===== config.mk =====
export PLATFORM = sky130hd
export DESIGN_NAME = catch_round_arbiter
export DESIGN_NICKNAME = d
export VERILOG_FILES = /design/src/rtl/catch_round_arbiter.sv
export SDC_FILE = /design/constraint.sdc
export NUM_CORES = 1
export LEC_CHECK = 0
export BUFFER_PORTS_ARGS = -buffer_cell sky130_fd_sc_hd__buf_4
export CAP_MARGIN = 20
export CORE_MARGIN = 2
export CORE_UTILIZATION = 60
export DETAILED_ROUTE_END_ITERATION = 10
export GPL_ROUTABILITY_DRIVEN = 0
export GPL_TIMING_DRIVEN = 0
export MAX_ROUTING_LAYER = met4
export PLACE_DENSITY = 0.77
export SYNTH_ARGS = -nofsm -noshare
export SYNTH_HDL_FRONTEND = slang
export SYNTH_SLANG_ARGS = --single-unit

===== constraint.sdc =====
create_clock -name Clock -period 6.7 [get_ports Clock]
set_clock_uncertainty 0.05 [all_clocks]
set_input_delay 1.34 -clock Clock [delete_from_list [all_inputs] [get_ports Clock]]
set_output_delay 1.34 -clock Clock [all_outputs]
set_load 0.02 [all_outputs]

===== src/rtl/catch_round_arbiter.sv =====
// One round of the 2-player catch game: arm delay, timed catch window, winner pick, result hold.
// Optional macro CATCH_RR_TIE_EN: same-cycle ties alternate between A and B instead of always going to A.
module catch_round_arbiter #(
    parameter int ARM_CYCLES    = 25_000_000,
    parameter int WINDOW_CYCLES = 50_000_000,
    parameter int HOLD_CYCLES   = 25_000_000,
    parameter int SCORE_W       = 4
) (
    input  logic               Clock,
    input  logic               Reset,
    input  logic               Start,
    input  logic               Shot_A,
    input  logic               Shot_B,
    input  logic               Clear_Score,
    output logic               Busy,
    output logic               Window_Open,
    output logic               Win_A,
    output logic               Win_B,
    output logic               Miss,
    output logic               Foul_A,
    output logic               Foul_B,
    output logic [SCORE_W-1:0] Score_A,
    output logic [SCORE_W-1:0] Score_B
);

    localparam int CNT_MAX_01 = (ARM_CYCLES > WINDOW_CYCLES) ? ARM_CYCLES : WINDOW_CYCLES;
    localparam int CNT_MAX    = (CNT_MAX_01 > HOLD_CYCLES) ? CNT_MAX_01 : HOLD_CYCLES;
    localparam int CNT_W      = (CNT_MAX > 1) ? $clog2(CNT_MAX) : 1;

    // Counter loads are one less than the phase length because the load cycle counts.
    localparam logic [CNT_W-1:0]   ARM_LOAD  = CNT_W'(ARM_CYCLES - 1);
    localparam logic [CNT_W-1:0]   WIN_LOAD  = CNT_W'(WINDOW_CYCLES - 1);
    localparam logic [CNT_W-1:0]   HOLD_LOAD = CNT_W'(HOLD_CYCLES - 1);
    localparam logic [CNT_W-1:0]   CNT_ONE   = CNT_W'(1);
    localparam logic [SCORE_W-1:0] SCORE_MAX = '1;
    localparam logic [SCORE_W-1:0] SCORE_ONE = SCORE_W'(1);

    typedef enum logic [1:0] {
        IDLE   = 2'd0,
        ARM    = 2'd1,
        OPEN   = 2'd2,
        RESULT = 2'd3
    } state_t;

    state_t             state_q, state_d;
    logic [CNT_W-1:0]   cnt_q, cnt_d;
    logic               busy_q, busy_d;
    logic               window_open_q, window_open_d;
    logic               win_a_q, win_a_d;
    logic               win_b_q, win_b_d;
    logic               miss_q, miss_d;
    logic               foul_a_q, foul_a_d;
    logic               foul_b_q, foul_b_d;
    logic [SCORE_W-1:0] score_a_q, score_a_d;
    logic [SCORE_W-1:0] score_b_q, score_b_d;
    logic               award_a, award_b;
    logic               eligible_a, eligible_b;
`ifdef CATCH_RR_TIE_EN
    logic               prio_b_q, prio_b_d;
`endif

    assign eligible_a = Shot_A & ~foul_a_q;
    assign eligible_b = Shot_B & ~foul_b_q;

    always_comb begin
        state_d  = state_q;
        cnt_d    = cnt_q;
        win_a_d  = win_a_q;
        win_b_d  = win_b_q;
        miss_d   = miss_q;
        foul_a_d = foul_a_q;
        foul_b_d = foul_b_q;
        award_a  = 1'b0;
        award_b  = 1'b0;
`ifdef CATCH_RR_TIE_EN
        prio_b_d = prio_b_q;
`endif

        case (state_q)
            IDLE: begin
                if (Start) begin
                    state_d  = ARM;
                    cnt_d    = ARM_LOAD;
                    foul_a_d = 1'b0;
                    foul_b_d = 1'b0;
                end
            end
            ARM: begin
                foul_a_d = foul_a_q | Shot_A;
                foul_b_d = foul_b_q | Shot_B;
                if (cnt_q == '0) begin
                    // A press on the last arm cycle still counts towards the double-foul skip.
                    if (foul_a_d && foul_b_d) begin
                        state_d = RESULT;
                        cnt_d   = HOLD_LOAD;
                        miss_d  = 1'b1;
                    end else begin
                        state_d = OPEN;
                        cnt_d   = WIN_LOAD;
                    end
                end else begin
                    cnt_d = cnt_q - CNT_ONE;
                end
            end
            OPEN: begin
                if (eligible_a && eligible_b) begin
`ifdef CATCH_RR_TIE_EN
                    award_a  = ~prio_b_q;
                    award_b  = prio_b_q;
                    prio_b_d = ~prio_b_q;
`else
                    award_a  = 1'b1;
`endif
                end else begin
                    award_a = eligible_a;
                    award_b = eligible_b;
                end

                if (award_a || award_b) begin
                    state_d = RESULT;
                    cnt_d   = HOLD_LOAD;
                    win_a_d = award_a;
                    win_b_d = award_b;
                end else if (cnt_q == '0) begin
                    state_d = RESULT;
                    cnt_d   = HOLD_LOAD;
                    miss_d  = 1'b1;
                end else begin
                    cnt_d = cnt_q - CNT_ONE;
                end
            end
            RESULT: begin
                if (cnt_q == '0) begin
                    state_d = IDLE;
                    win_a_d = 1'b0;
                    win_b_d = 1'b0;
                    miss_d  = 1'b0;
                end else begin
                    cnt_d = cnt_q - CNT_ONE;
                end
            end
            default: begin
                state_d = IDLE;
            end
        endcase

        busy_d        = (state_d != IDLE);
        window_open_d = (state_d == OPEN);

        // Clear takes precedence over a win landing in the same cycle.
        score_a_d = score_a_q;
        score_b_d = score_b_q;
        if (Clear_Score) begin
            score_a_d = '0;
            score_b_d = '0;
        end else begin
            if (award_a && (score_a_q != SCORE_MAX)) score_a_d = score_a_q + SCORE_ONE;
            if (award_b && (score_b_q != SCORE_MAX)) score_b_d = score_b_q + SCORE_ONE;
        end
    end

    always_ff @(posedge Clock or posedge Reset) begin
        if (Reset) begin
            state_q       <= IDLE;
            cnt_q         <= '0;
            busy_q        <= 1'b0;
            window_open_q <= 1'b0;
            win_a_q       <= 1'b0;
            win_b_q       <= 1'b0;
            miss_q        <= 1'b0;
            foul_a_q      <= 1'b0;
            foul_b_q      <= 1'b0;
            score_a_q     <= '0;
            score_b_q     <= '0;
        end else begin
            state_q       <= state_d;
            cnt_q         <= cnt_d;
            busy_q        <= busy_d;
            window_open_q <= window_open_d;
            win_a_q       <= win_a_d;
            win_b_q       <= win_b_d;
            miss_q        <= miss_d;
            foul_a_q      <= foul_a_d;
            foul_b_q      <= foul_b_d;
            score_a_q     <= score_a_d;
            score_b_q     <= score_b_d;
        end
    end

`ifdef CATCH_RR_TIE_EN
    always_ff @(posedge Clock or posedge Reset) begin
        if (Reset) prio_b_q <= 1'b0;
        else       prio_b_q <= prio_b_d;
    end
`endif

    assign Busy        = busy_q;
    assign Window_Open = window_open_q;
    assign Win_A       = win_a_q;
    assign Win_B       = win_b_q;
    assign Miss        = miss_q;
    assign Foul_A      = foul_a_q;
    assign Foul_B      = foul_b_q;
    assign Score_A     = score_a_q;
    assign Score_B     = score_b_q;

endmodule


## Word level (Yosys, flattened, before mapping)

Index checks and enable logic that the tools add are counted.

| storage, ports and cells | value |
|---|---|
| output and inout port bits | 15 |
| register bits after elaboration | 43 |
| word-level logic and storage cells | 88 |

| cells by class | value |
|---|---|
| add/subtract/negate cells | 3 |
| mux-type cells | 37 |
| reduce and logical (&&, ||, !) cells | 17 |
| equality and inequality tests | 14 |
| bitwise operators | 6 |

Operators by type and width:

| operator | count |
|---|---|
| $mux W26 | 6 |
| $pmux W26 S4 | 1 |
| $logic_not A26 Y1 | 1 |
| $sub A26 B1 Y26 const B | 1 |
| $mux W4 | 4 |
| $ne A2 B2 Y1 const B | 8 |
| $mux W1 | 15 |
| $mux W2 | 5 |
| $reduce_bool A2 Y1 | 5 |
| $add A4 B1 Y4 const B | 2 |
| $ne A4 B4 Y1 const B | 2 |
| $pmux W1 S2 | 4 |
| $pmux W2 S4 | 1 |
| $eq A2 B2 Y1 const B | 3 |
| $reduce_and A6 Y1 | 1 |
| $logic_and A1 B1 Y1 | 4 |
| $reduce_and A2 Y1 | 2 |
| $pmux W1 S3 | 1 |
| $reduce_and A3 Y1 | 1 |
| $reduce_bool A3 Y1 | 1 |
| $and A1 B1 Y1 | 2 |
| $eq A2 B1 Y1 const B | 1 |
| $logic_not A2 Y1 | 1 |
| $not A1 Y1 | 2 |
| other kinds (2) | 3 |

## Longest topological paths before layout

Gate-level depths: netlist of the first run.

| logic depth | value |
|---|---|
| depth after elaboration | 9 |
| mapped depth | 10 |
| gate-level depth less buffers | 8 |

## Least setup slack after synthesis of the first run

No wires, ideal clock.

| path | value |
|---|---|
| kind | input to register |
| from | input port Shot_B |
| to | register cnt_q[22] |
| stages on the path | 6 |
| path buffers | 1 |
| required time | 6.518 ns |
| arrival | 2.589 ns |
| slack | 3.929 ns |
| cell sequence | nor2b_1 > o31ai_2 > o21ai_2 > buf_2 > o31ai_1 > o31ai_1 |

| between the ends | value |
|---|---|
| longest elaborated chain between the ends | 7 |
| elaborated cells on any way between the ends | 9 |

Ends and longest elaborated chain:

| element | line | RTL |
|---|---|---|
| start: declaration | 13 | `input logic Shot_B,` |
| $and A1 B1 Y1 (*) | 63 | `assign eligible_b = Shot_B & ~foul_b_q;` |
| $logic_and A1 B1 Y1 | 106 | `if (eligible_a && eligible_b) begin` |
| $mux W1 | 106 |  |
| $mux W1 | 79 | `case (state_q)` |
| $logic_or A1 B1 Y1 (*) | 119 | `if (award_a \|\| award_b) begin` |
| $mux W26 (*) | 119 |  |
| $pmux W26 S4 (*) | 79 |  |
| end signal: assignment | 177 | `cnt_q <= cnt_d;` |
| end: declaration | 46 | `logic [CNT_W-1:0] cnt_q, cnt_d;` |

Every way passes the cells marked *; elsewhere a longest branch is shown, timed or not. The select of a mux whose other input is x is not followed.
A chain may end at the register's enable or synchronous reset.

## Worst setup path in the final report of the first run

Ends and elaborated chain as after synthesis.

==> out/summary.log, run 1 <==
qor: run_status.status finished clean
qor: min_path.timing.hold.worst_endpoint Win_B
qor: synth.synthMostInstantiatedCell sky130_fd_sc_hd__dfrtp_1
qor: synth.ys.flop_type sky130_fd_sc_hd__dfrtp_1
qor: clock_network.cts.htree.levels 2
qor: power_and_ir_drop.comb_power_share 19.3%
qor: final_layout.syn_to_final_growth 13.1%
qor: route.detail-route-antenna-nets 0
qor: route.num_vias 2151
qor: worst_setup_path.r2r_cells 8
qor: power_and_ir_drop.netSwitchingFraction 32.2%
qor: worst_setup_path.critPathLaunchType primary input
qor: synth.yosysTopAreaCellShare 43.8%
qor: floorplan.io-pin-count 21
qor: synth.ys_ff_latch 43
qor: grt.number_of_global_route_vias_before_repair 1937
qor: worst_setup_path.timing.critical_path.to_type flip-flop
qor: timing.finalHoldWorstSlack 468 ps
qor: power_and_ir_drop.internal_power_of_the_cells 471 µW
qor: timing.layout_min_cycle_time 2990 ps
qor: worst_setup_path.crit_type in2reg
qor: clock_network.total_clock_buffers_created_by_cts 5
qor: synth.yosys_warnings 0
qor: floorplan.die-height 68.0 µm
qor: synth.synth_top_cells_by_area sky130_fd_sc_hd__dfrtp_1, sky130_fd_sc_hd__a21oi_1, sky130_fd_sc_hd__nand2_1
qor: route.postRouteWirelength 5430 µm
qor: timing.worst_pin_slew 914 ps
qor: synth.synth_edf_count 0
qor: synth.synth_top_cells_by_count sky130_fd_sc_hd__dfrtp_1, sky130_fd_sc_hd__a21oi_1, sky130_fd_sc_hd__nand2_1
qor: timing.tns 0 ps
qor: worst_setup_path.cp_data_arrival_time 3120 ps
qor: synth.netlist_area 0.00246 mm²
qor: timing.fmaxAchievable 335 MHz
qor: floorplan.dieArea 0.00462 mm²
qor: synth.synth_cell_type_count 48
qor: floorplan.rows 23
qor: worst_setup_path.worstPathRequired 6830 ps
qor: clock_network.number_of_clock_sinks 43
qor: clock_network.post_cts_resize_count 0
qor: floorplan.core_area 0.00397 mm²
qor: timing.final_critical_path_share_of_the_clock_period 44.6%
qor: worst_setup_path.crit-reg2reg-launch cnt_q[0]
qor: placed_design.number_of_buffers_inserted_by_port_buffering 19
qor: min_path.hold_path_depth 1
qor: clock_network.cts.clk_slew.worst_paths 80 ps
qor: timing.rsz0062_at_grt false
qor: synth.syn-num-nets 278
qor: final_layout.post_route_cells_drive_above_1_share 14.6%
qor: timing.timing.max_slew.rel_slack 39.0%
qor: power_and_ir_drop.powerDensity 250 mW/mm²
qor: clock_network.cts_tree yes
qor: route.via_per_inst 6.23
qor: worst_setup_path.crit-reg2reg-capture cnt_q[22]
qor: timing.final-max-slew-violation-count 0
qor: timing.final_hold_viol_count 0
qor: synth.syn-mean-instance-area 9.16 µm²
qor: final_layout.final_nets 304
qor: synth.post-synth-top-area-cell sky130_fd_sc_hd__dfrtp_1
qor: grt.antenna_found_initial 0
qor: synth.netlist_instances 268
qor: final_layout.antenna_cells_inserted 0
qor: power_and_ir_drop.power.share.clock 30.3%
qor: synth.synthArstFlopShare 100%
qor: min_path.holdCritStartpoint Win_B
qor: clock_network.clk-insertion-delay-late 300 ps
qor: power_and_ir_drop.total_leakage_power 1.10 nW
qor: grt.grt.total_usage 26.9%
qor: worst_setup_path.reg2reg_setup_slack 4070 ps
qor: floorplan.die_w 68.0 µm
qor: route.detailedRoute.firstPassIterationCount 4
qor: run.cap_violations 0
qor: worst_setup_path.critical_path_peak_fanout 10
qor: clock_network.cts_hold_repair.buffers 0
qor: route.drt_iter0_markers 138
qor: power_and_ir_drop.seq_power_share 50.4%
qor: grt.first_pass_grt_wire_length 9110 µm
qor: route.remaining_drc_errors 0
qor: placed_design.place_hpwl 3900 µm
qor: min_path.min_path_type reg2reg
qor: power_and_ir_drop.switchingPower 224 µW
qor: grt.grt_start_max_net_pins 44
qor: clock_network.postCtsSetupRepairBufs 0
qor: clock_network.clock_root_buffer sky130_fd_sc_hd__clkbuf_8
qor: floorplan.start_util 61.8%
qor: clock_network.ctsLongestPathBuffers 2
qor: route.avgRoutedWirePerCell 15.7 µm
qor: synth.yosysSeqAreaShare 43.8%
qor: power_and_ir_drop.ir_drop 0.164 mV
qor: timing.setup_viol_count_final 0
qor: grt.grt-ovfl-total 0
## cell type report
cell class                      count  area (µm²)
Tap cell                           50        62.6
Sequential cell                    43        1080
Fill cell                         305        1190
Clock inverter                      2        35.0
Clock buffer                        6        82.6
Timing Repair Buffer               19         143
Inverter                            8        30.0
Buffer                             13        57.6
Multi-Input combinational cell    204        1290
## placed cells by master (no fill, tap or decap), types with 5 or more instances in the layout
cell	Yosys	final
sky130_fd_sc_hd__clkbuf_1	7	7
sky130_fd_sc_hd__o21ai_0	12	12
sky130_fd_sc_hd__nand2_1	21	21
sky130_fd_sc_hd__o21ai_1	12	12
sky130_fd_sc_hd__inv_1	7	6
sky130_fd_sc_hd__a31oi_1	5	5
sky130_fd_sc_hd__clkbuf_8	0	6
sky130_fd_sc_hd__dfrtp_1	43	43
sky130_fd_sc_hd__xnor2_1	5	5
sky130_fd_sc_hd__a21oi_1	21	21
sky130_fd_sc_hd__or4_1	6	6
sky130_fd_sc_hd__nor2_1	20	20
sky130_fd_sc_hd__o31ai_1	10	10
sky130_fd_sc_hd__buf_4	1	20
sky130_fd_sc_hd__nor3_1	14	14
sky130_fd_sc_hd__nand3_1	12	12
sky130_fd_sc_hd__or3_1	7	7
## sequential cells by signal, indices dropped and copies added (netlist names), 2 cells and up
signal and count:
Score_B 4, state_q 2, Score_A 4, cnt_q 26
## per-layer routing
layer | track usage (%) | routed length [µm]
met1 | 37.1 | 2560
met2 | 40.7 | 2520
met3 | 6.09 | 300
met4 | 6.00 | 49
met5 | - | 0
## power groups by stage
stage	combinational [mW]	clock, mW	sequential (mW)
5_1_grt	0.155	0.224	0.359
6_report	0.134	0.211	0.350
3_3_place_gp	0.132	0	0.353
3_5_place_dp	0.134	0	0.354
2_1_floorplan	0.103	0	0.346
4_1_cts	0.134	0.216	0.350
## worst max-delay path, cell delays in order
cell and delay (ps):
sky130_fd_sc_hd__buf_4 120, sky130_fd_sc_hd__nor2b_1 160, sky130_fd_sc_hd__o31ai_2 580, sky130_fd_sc_hd__o21ai_2 280, sky130_fd_sc_hd__buf_2 270, sky130_fd_sc_hd__o31ai_1 250
sky130_fd_sc_hd__o31ai_1 110
## metrics by stage
step | instances | utilization [%] | instance area (µm²) | power (mW) | worst slack, ps
global placement | 337 | 67.0 | 2660 | 0.485 | 3430
detailed placement | 337 | 67.0 | 2660 | 0.488 | 3460
finish | 345 | 70.0 | 2780 | 0.695 | 3710
CTS | 345 | 70.0 | 2780 | 0.699 | 3760
global route | 345 | 70.0 | 2780 | 0.738 | 3630
floorplan | 268 | - | 2460 | 0.450 | 3930
## logic make-up after synthesis
group           count (synthesis)  share of synthesized area (%)
simple gates                  107                           25.3
compound gates                 83                           21.7
flops                          43                           43.8
buf+inv                        21                           3.57
xor+xnor                        9                           3.21
fa+ha+maj                       4                           2.04
mux                             1                          0.408
## how the worst max path moves through the flow
stage	start	endpoint	slack, ps	cells after the start
3_3_place_gp	Shot_B	cnt_q[22]	3430	7
5_1_grt	Shot_B	cnt_q[22]	3630	7
4_1_cts	Shot_B	cnt_q[22]	3760	7
2_1_floorplan	Shot_B	cnt_q[22]	3930	6
6_report	Shot_B	cnt_q[22]	3710	7
3_5_place_dp	Shot_B	cnt_q[22]	3460	7
Power figures use the tool's default switching activity.
==> run 2: changes to the inputs <==
--- a/config.mk
+++ b/config.mk
@@ -8,12 +8,12 @@
 export BUFFER_PORTS_ARGS = -buffer_cell sky130_fd_sc_hd__buf_4
 export CAP_MARGIN = 20
 export CORE_MARGIN = 2
-export CORE_UTILIZATION = 60
+export CORE_UTILIZATION = 53
 export DETAILED_ROUTE_END_ITERATION = 10
 export GPL_ROUTABILITY_DRIVEN = 0
 export GPL_TIMING_DRIVEN = 0
 export MAX_ROUTING_LAYER = met4
-export PLACE_DENSITY = 0.77
+export PLACE_DENSITY = 0.72
 export SYNTH_ARGS = -nofsm -noshare
 export SYNTH_HDL_FRONTEND = slang
 export SYNTH_SLANG_ARGS = --single-unit
==> constraint.sdc (replaced) <==
create_clock -name Clock -period 2.6 [get_ports Clock]
set_clock_uncertainty 0.05 [all_clocks]
set_input_delay 0.52 -clock Clock [delete_from_list [all_inputs] [get_ports Clock]]
set_output_delay 0.52 -clock Clock [all_outputs]
set_load 0.02 [all_outputs]
==> out/summary.log, run 2 (synthesis results as in run 1) <==
qor: run_status.status finished clean
qor: floorplan.core_area 0.00441 mm²
qor: grt.number_of_global_route_vias_before_repair 2000
qor: final_layout.largest_reg_flops 26
qor: grt.first_pass_grt_wire_length 9440 µm
qor: floorplan.start_util 55.6%
qor: timing.final-max-slew-violation-count 0
qor: worst_setup_path.worstPathRequired 2740 ps
qor: route.detailedRoute.firstPassIterationCount 4
qor: power_and_ir_drop.powerDensity 602 mW/mm²
qor: worst_setup_path.critical_path_peak_fanout 10
qor: placed_design.place_hpwl 3950 µm
qor: power_and_ir_drop.total_leakage_power 1.11 nW
qor: clock_network.cts.htree.levels 2
qor: route.remaining_drc_errors 0
qor: floorplan.io-pin-count 21
qor: clock_network.cts_tree yes
qor: worst_setup_path.timing.critical_path.max_delay_family simple AND/OR/NAND/NOR gates
qor: worst_setup_path.critical_path.n_buffers_inverters 2
qor: timing.fmaxAchievable 411 MHz
qor: grt.use_met3 3.06%
qor: timing.rsz0062_at_grt false
qor: final_layout.final_nets 308
qor: final_layout.finalNonFillerCells 351
qor: placed_design.number_of_buffers_inserted_by_port_buffering 19
qor: final_layout.syn_to_final_growth 14.2%
qor: clock_network.cts.clk_slew.worst_paths 80 ps
qor: timing.timing.max_slew.rel_slack 51.9%
qor: power_and_ir_drop.ir_drop 0.412 mV
qor: worst_setup_path.critPathLaunchType flip-flop
qor: worst_setup_path.cp_slowest_stage_delay 470 ps
qor: final_layout.post_route_cells_drive_above_1_share 15.7%
qor: clock_network.ctsLongestPathBuffers 2
qor: clock_network.clock_root_buffer sky130_fd_sc_hd__clkbuf_8
qor: timing.tns 0 ps
qor: final_layout.num-fill-cells 393
qor: route.detail-route-antenna-nets 0
qor: grt.grt-ovfl-total 0
qor: grt.global_route.usage.met1 34.2%
qor: worst_setup_path.critPathSlowestCell sky130_fd_sc_hd__nor4_4
qor: grt.antenna_found_initial 0
qor: run.cap_violations 0
qor: worst_setup_path.cp_data_arrival_time 2570 ps
qor: timing.worst_pin_slew 717 ps
qor: final_layout.top_reg_by_flops cnt_q
qor: worst_setup_path.crit_chain nor4_4 -> nand4_4 -> o31ai_2 -> buf_2 -> buf_4 -> a21oi_1 -> o21a_1
qor: final_layout.layout.cells.most_common_list sky130_fd_sc_hd__dfrtp_1, sky130_fd_sc_hd__buf_4, sky130_fd_sc_hd__a21oi_1, sky130_fd_sc_hd__nand2_1, sky130_fd_sc_hd__nor2_1
qor: clock_network.number_of_clock_sinks 43
qor: grt.grt.total_usage 23.6%
qor: timing.layout_min_cycle_time 2430 ps
qor: final_layout.antenna_cells_inserted 0
qor: placed_design.place_inst 340
qor: final_layout.final_common_cell sky130_fd_sc_hd__dfrtp_1
qor: worst_setup_path.crit_type reg2reg
qor: clock_network.clk-insertion-delay-late 290 ps
qor: route.via_per_inst 6.13
qor: floorplan.die_w 72.1 µm
qor: route.postRouteWirelength 5510 µm
qor: route.avgRoutedWirePerCell 15.7 µm
qor: grt.gr-usage-met2 35.2%
qor: route.drt_iter0_markers 155
qor: grt.globalRoute.busiestLayer met2
qor: floorplan.die-height 72.1 µm
qor: floorplan.dieArea 0.00519 mm²
qor: timing.final_critical_path_share_of_the_clock_period 93.5%
qor: timing.final_hold_viol_count 0
qor: timing.setup_viol_count_final 0
qor: grt.grt_start_max_net_pins 30
qor: min_path.min_path_type in2async
qor: route.num_vias 2151
qor: floorplan.rows 24
qor: worst_setup_path.timing.critical_path.to_type flip-flop
qor: clock_network.total_clock_buffers_created_by_cts 5
## run 2: cell count changes in the layout (fill, tap and decap cells not counted), sizes merged
cell and change:
bufinv -1, buf +4, clkinvlp +1
## run 2: layout make-up
type / instances / area (µm²) / share of cell area, %
multi-input combinational: 204 / 1310 / 46.6
clock inverter: 2 / 12.5 / 0.446
buffer: 13 / 57.6 / 2.05
tap: 52 / 65.1 / 2.32
inverter: 8 / 30.0 / 1.07
sequential: 43 / 1080 / 38.4
clock buffer: 6 / 72.6 / 2.59
timing repair buffer: 23 / 185 / 6.60
## run 2: per-stage QoR
step | hold slack (ps) | utilization, % | cell area [µm²] | setup WS (ps) | power [mW]
final | 143 | 63.5 | 2810 | 170 | 1.69
after global routing | 163 | 63.5 | 2810 | 8.10 | 1.80
after CTS | 151 | 62.9 | 2780 | 91.3 | 1.69
after detailed placement | 449 | 60.8 | 2680 | 30.7 | 1.27
after global placement | 443 | 60.3 | 2660 | 6.09 | 1.25
after floorplan | 427 | - | 2460 | 361 | 1.16
## run 2: timing repair
action | 4_1_cts | 5_1_grt
pin swaps | 0 | 3
resized for setup | 1 | 1
hold buffers | 0 | 0
endpoints found under the setup margin | 1 | 15
setup buffers | 0 | 3
## run 2: path summary, 6_finish.rpt
check                          start         end  slack [ps]  cells after the start
max in group asynchronous      Reset   cnt_q[24]        1890                      3
setup reg to reg           cnt_q[11]   cnt_q[16]         170                      7
setup / recovery           cnt_q[11]   cnt_q[16]         170                      7
hold / removal                 Reset  Score_A[3]         140                      2
min in group Clock             Win_B       Win_B         460                      1
hold reg to reg                Win_B       Win_B         460                      1
## run 2: where the power goes
group / internal (mW) / switching, mW
Combinational: 0.157 / 0.211
Clock: 0.188 / 0.223
Sequential: 0.762 / 0.147
Total: 1.11 / 0.582
## run 2: per-layer routing
metal / routed length [µm] / vias to the layer above
met3: 182 / 4
met5: 0 / -
met2: 2560 / 35
met4: 51 / 0
met1: 2720 / 1041
li1: - / 1071
